## config.mk

```make
export PLATFORM = sky130hd
export DESIGN_NAME = mem_stage_lsu
export DESIGN_NICKNAME = d
export VERILOG_FILES = /design/src/rtl/mem_stage_lsu.sv
export SDC_FILE = /design/constraint.sdc
export NUM_CORES = 1
export LEC_CHECK = 0
export ABC_AREA = 1
export CAP_MARGIN = 15
export CORE_MARGIN = 3
export CORE_UTILIZATION = 40
export CTS_BUF_LIST = sky130_fd_sc_hd__clkbuf_4 sky130_fd_sc_hd__clkbuf_8
export CTS_CLUSTER_SIZE = 30
export DETAILED_ROUTE_END_ITERATION = 7
export PLACE_DENSITY = 0.77
export SLEW_MARGIN = 0
export SYNTH_ARGS = -nofsm -noshare
export SYNTH_HDL_FRONTEND = slang
export SYNTH_SLANG_ARGS = --single-unit
```

## constraint.sdc

```tcl
create_clock -name clk -period 1.45 [get_ports clk]
set_clock_uncertainty 0.15 [all_clocks]
set_input_delay 0.29 -clock clk [delete_from_list [all_inputs] [get_ports clk]]
set_output_delay 0.29 -clock clk [all_outputs]
set_load 0.005 [all_outputs]
```

## src/rtl/mem_stage_lsu.sv

```systemverilog
// mem_stage_lsu: memory-stage LSU issuing one variable-latency dmem access at a time.
// Define MIPS150_LSU_MISALIGN_TRAP_EN to add the misalign trap output.
module mem_stage_lsu #(
  parameter int ADDR_W = 32
) (
  input  logic              clk,
  input  logic              rst,
  input  logic              in_valid,
  input  logic [1:0]        mem_write,
  input  logic [2:0]        mask,
  input  logic              mem_to_reg,
  input  logic [ADDR_W-1:0] addr,
  input  logic [31:0]       store_data,
  output logic              stall,
  output logic              dmem_req,
  output logic [3:0]        dmem_we,
  output logic [ADDR_W-3:0] dmem_addr,
  output logic [31:0]       dmem_wdata,
  input  logic              dmem_gnt,
  input  logic              dmem_rvalid,
  input  logic [31:0]       dmem_rdata,
  output logic [31:0]       load_data,
  output logic              load_valid
`ifdef MIPS150_LSU_MISALIGN_TRAP_EN
  , output logic            misalign
`endif
);
  typedef enum logic [1:0] {IDLE, REQ, WAIT} state_t;
  state_t state, state_nx;
  logic done, store, load, memop, accept, mis;
  logic [2:0] mask_q;
  logic [1:0] off_q;
  logic [3:0] we_nx;
  logic [31:0] wd_nx, ld_ext;
  logic [15:0] ld_h;
  logic [7:0] ld_b;
  assign store = |mem_write;
  assign load = !store && mem_to_reg;
  assign memop = in_valid && (store || load);
  assign accept = state == IDLE && memop && !done;
  assign stall = state != IDLE || (memop && !done);
`ifdef MIPS150_LSU_MISALIGN_TRAP_EN
  assign mis = ((mem_write == 2'b10 || (load && (mask == 3'b001 || mask == 3'b100))) && addr[0]) ||
               ((mem_write == 2'b11 || (load && mask != 3'b000 && mask != 3'b001 && mask != 3'b011 && mask != 3'b100)) && |addr[1:0]);
`else
  assign mis = 1'b0;
`endif
  always_comb begin
    we_nx = mem_write == 2'b01 ? 4'b1000 >> addr[1:0] : mem_write == 2'b10 ? (addr[1] ? 4'b0011 : 4'b1100) : 4'b1111;
    wd_nx = mem_write == 2'b01 ? {4{store_data[7:0]}} : mem_write == 2'b10 ? {2{store_data[15:0]}} : store_data;
    // big-endian lanes: offset 0 is the most significant byte
    ld_b = off_q == 2'd0 ? dmem_rdata[31:24] : off_q == 2'd1 ? dmem_rdata[23:16] : off_q == 2'd2 ? dmem_rdata[15:8] : dmem_rdata[7:0];
    ld_h = off_q[1] ? dmem_rdata[15:0] : dmem_rdata[31:16];
    ld_ext = mask_q == 3'b000 ? {{24{ld_b[7]}}, ld_b} :
             mask_q == 3'b001 ? {{16{ld_h[15]}}, ld_h} :
             mask_q == 3'b011 ? {24'b0, ld_b} :
             mask_q == 3'b100 ? {16'b0, ld_h} : dmem_rdata;
    state_nx = state == IDLE ? (accept && !mis ? REQ : IDLE) :
               state == REQ  ? (dmem_gnt ? (|dmem_we ? IDLE : WAIT) : REQ) :
               (dmem_rvalid ? IDLE : WAIT);
  end
  always_ff @(posedge clk) state <= rst ? IDLE : state_nx;
  always_ff @(posedge clk) begin
    if (rst) begin
      done <= 1'b0;
      dmem_req <= 1'b0;
      dmem_we <= '0;
      dmem_addr <= '0;
      dmem_wdata <= '0;
      load_data <= '0;
      load_valid <= 1'b0;
      mask_q <= '0;
      off_q <= '0;
    end else begin
      done <= 1'b0;
      load_valid <= 1'b0;
      if (accept && !mis) begin
        dmem_req <= 1'b1;
        dmem_addr <= addr[ADDR_W-1:2];
        dmem_we <= store ? we_nx : 4'b0000;
        dmem_wdata <= store ? wd_nx : '0;
        mask_q <= mask;
        off_q <= addr[1:0];
      end
      // a store request always has a nonzero byte enable, so we == 0 marks a load
      if (state == REQ && dmem_gnt) begin
        dmem_req <= 1'b0;
        done <= |dmem_we;
      end
      if (state == WAIT && dmem_rvalid) begin
        load_data <= ld_ext;
        load_valid <= 1'b1;
        done <= 1'b1;
      end
      if (accept && mis) begin
        done <= 1'b1;
        load_valid <= load;
        if (load) load_data <= '0;
      end
    end
  end
`ifdef MIPS150_LSU_MISALIGN_TRAP_EN
  always_ff @(posedge clk) misalign <= !rst && accept && mis;
`endif
endmodule

```

==> metrics <==
status complete, but fails checks; violated checks setup timing; Clock Latency Late Sink 390 ps; fin worst setup slack -234.2 ps; cells on worst reg2reg path 10; WS Path Type flop to flop; metal3 WL 2268 um; yosys warns 0; max-cap violations 0; CTS Root Cell clkbuf_8; Min-Delay Endpoint dmem_wdata[30]; clk slew on worst S/H paths 110 ps; wire length on met2 11,610 um; Vias 6,910; worst r2r src off_q[1]; VDD IR max 0.4515 mV; Synth area leader dfxtp_1; WP data required 1640 ps; cell count of the worst hold path 3; clock power share 22.6%; gr usage total 26.25%; GR Overflow Total 0; R2R setup slack -230 ps; drt total wl 23,710 um; gpl congestion 0.8553; DRC violations left 0; Flop pwr share 40.8%; Inst Count DP 1,190; Setup TNS -9927 ps; Top Metal Used met5; Final setup viols 99; Critical Path Start Type flop; Die Span X 121.4 um; cell leakage power 4.426 nW; TritonCTS Buffers 9; Die H 121.4 um; DRT met1 WL 8559 um; synthesized flop and latch total 108; Via density 5.484; register area share after synthesis 40.58%; Final Cycle Share 116.2%; top post-synthesis cells by area dfxtp_1 (41%), o21ai_0 (13%), nand2_1 (11%); Synth Net Count 899; WL/cell 18.82 um; Finished Layout Cells 1,260; Initial Util 41.54%; fin util 78.33%; Comb power frac 36.6%; Clock Tree Buf Depth 2; top cell type's share of synthesized area 40.58%; CP max FO 8; Nets 1,189; Core Region 12,820 um2; Net Sw Frac 34.04%; Pins Over Slew Limit 0; share of layout cells above drive strength 1 39.83%; global-route wire length before repair 30,830 um; port buffer count 207; number of global-route vias before repair 6,066; Die ar. 14,740 um2; Worst Tran Pin Value 471.2 ps; fill cell count 810; DR iter-0 viols 670; drt pass-1 iters 5; Final Hold Fails 0; synth unique cells 32; CTS sink count 108; CP Capture Type flop; Site Rows 41; unrepaired setup endpoints after global routing yes; Slew headroom 68.26%; initial antenna violation count 2; cell area power density 804.4 nW/um2; hpwl dp 13,230 um; antenna viol nets, final 0; syn avg cell area 6.727 um2; H-tree Lvls 3; mapped cell area 5328 um2; fmax 0.5937 GHz; CP Data Arrival Time 1870 ps; Tmin final 1684 ps; Switch Pwr 2.751 mW; synthesis-to-finish area growth 88.56%; RR Endpoint load_data[31]; HP Class input port to flop; Int Pwr 5.330 mW; CTS tree built; Post-Synthesis Cells 792; hold path start rst; largest net degree at the start of global routing 42; Top-Level Pins 208
==> Yosys cell counts <==
cell      instances
nor3_2            1
nand2_1         153
nand3b_1          1
o21ai_2           1
nor2_4            2
a21oi_1         101
buf_2             6
a31oi_1           1
buf_1             1
nor3_1            1
o21ai_0         139
clkinv_1          2
inv_1           106
nor2_2            1
buf_4             7
nand3_1          39
o21ai_1           1
or2_1             1
o21a_1            8
dfxtp_1         108
clkbuf_1         25
a211oi_1          1
clkbuf_2          2
nand4_1           1
inv_2             2
nor2_1           59
nand3_2           2
nand2_2           1
buf_8             1
nor3b_2           4
o211ai_1          8
buf_6             6
==> cells in the final DEF (no fill, tap or decap), drive strengths merged, types with 8 or more instances in the layout <==
master         Yosys  final
a21oi            101    101
buf               21    113
clkbuf            27     28
clkdlybuf4s15      0     46
clkdlybuf4s50      0    101
dfxtp            108    108
dlygate4sd2        0     48
inv              108    109
nand2            154    154
nand3             41     42
nor2              62     62
o211ai             8      8
o21a               8      8
o21ai            141    141
==> kinds of logic after synthesis <==
| group | count (synthesis) | share of synthesized area [%] |
|---|---|---|
| AOI/OAI and AO/OA | 260 | 25.32 |
| buffers and inverters | 158 | 12.87 |
| DFF | 108 | 40.58 |
| and+or+nand+nor | 266 | 21.23 |
==> metal layers <==
metal  GRT usage, %  vias up
li1               -     3149
met2          45.42      418
met3          6.993      107
met1          31.07     3232
met4          9.734        4
met5              0        -
==> how the worst max path moves through the flow <==
stage | start | endpoint | cells after the start
after global placement | mem_write[0] | stall | 7
after floorplan | mem_write[0] | dmem_addr[13] | 8
final | off_q[1] | load_data[31] | 10
after detailed placement | mem_write[0] | stall | 7
after global routing | off_q[1] | load_data[31] | 10
after CTS | state[1] | stall | 4
==> sequential cells by signal, indices dropped and copies added (netlist names) <==
signal	count
dmem_we	4
load_valid	1
dmem_req	1
state	2
dmem_addr	30
off_q	2
done	1
load_data	32
dmem_wdata	32
mask_q	3
==> area by class of cell <==
type | instances | area [um2] | area share (%)
Timing Repair inverter | 1 | 7.507 | 0.07473
Multi-Input combinational cell | 527 | 3402 | 33.86
Clock buffer | 11 | 145.1 | 1.445
Antenna cell | 1 | 2.502 | 0.02491
Inverter | 110 | 435.4 | 4.334
Sequential cell | 108 | 2280 | 22.69
Tap cell | 172 | 215.2 | 2.142
Clock inverter | 5 | 36.28 | 0.3612
Timing Repair Buffer | 325 | 3522 | 35.06
==> worst max-delay path: stages (launching register included) <==
cell and delay [ps]:
dfxtp_4 410, buf_4 150, buf_6 120, inv_8 70
nand2_2 50, nand2_2 110, nand2_4 90, clkbuf_16 180
a21oi_1 180, o21ai_1 90, inv_1 50
==> stage by stage <==
step	cell area (um2)	hold WS (ps)	power [mW]	setup slack, ps
5_1_grt	10040	204.5	8.427	-300.1
3_3_place_gp	8040	279.3	5.346	-766.1
6_report	10050	199.5	8.081	-234.2
4_1_cts	8937	181.0	7.411	-169.7
3_5_place_dp	8040	283.3	5.371	-771.9
2_1_floorplan	5406	290.2	4.294	-70.04
==> power groups by stage <==
stage	Clock (mW)	Sequential, mW	Combinational (mW)
3_3_place_gp	0	3.31	2.03
2_1_floorplan	0	3.32	0.970
4_1_cts	1.82	3.26	2.33
3_5_place_dp	0	3.32	2.05
6_report	1.83	3.30	2.96
5_1_grt	1.96	3.32	3.16
==> what timing repair did <==
action,CTS,global route
pin swaps,11,60
setup endpoints to repair,208,159
gates resized for setup,323,286
hold buffers,0,0
buffers inserted,17,16
cloned,12,12
Power figures use the tool's default switching activity.
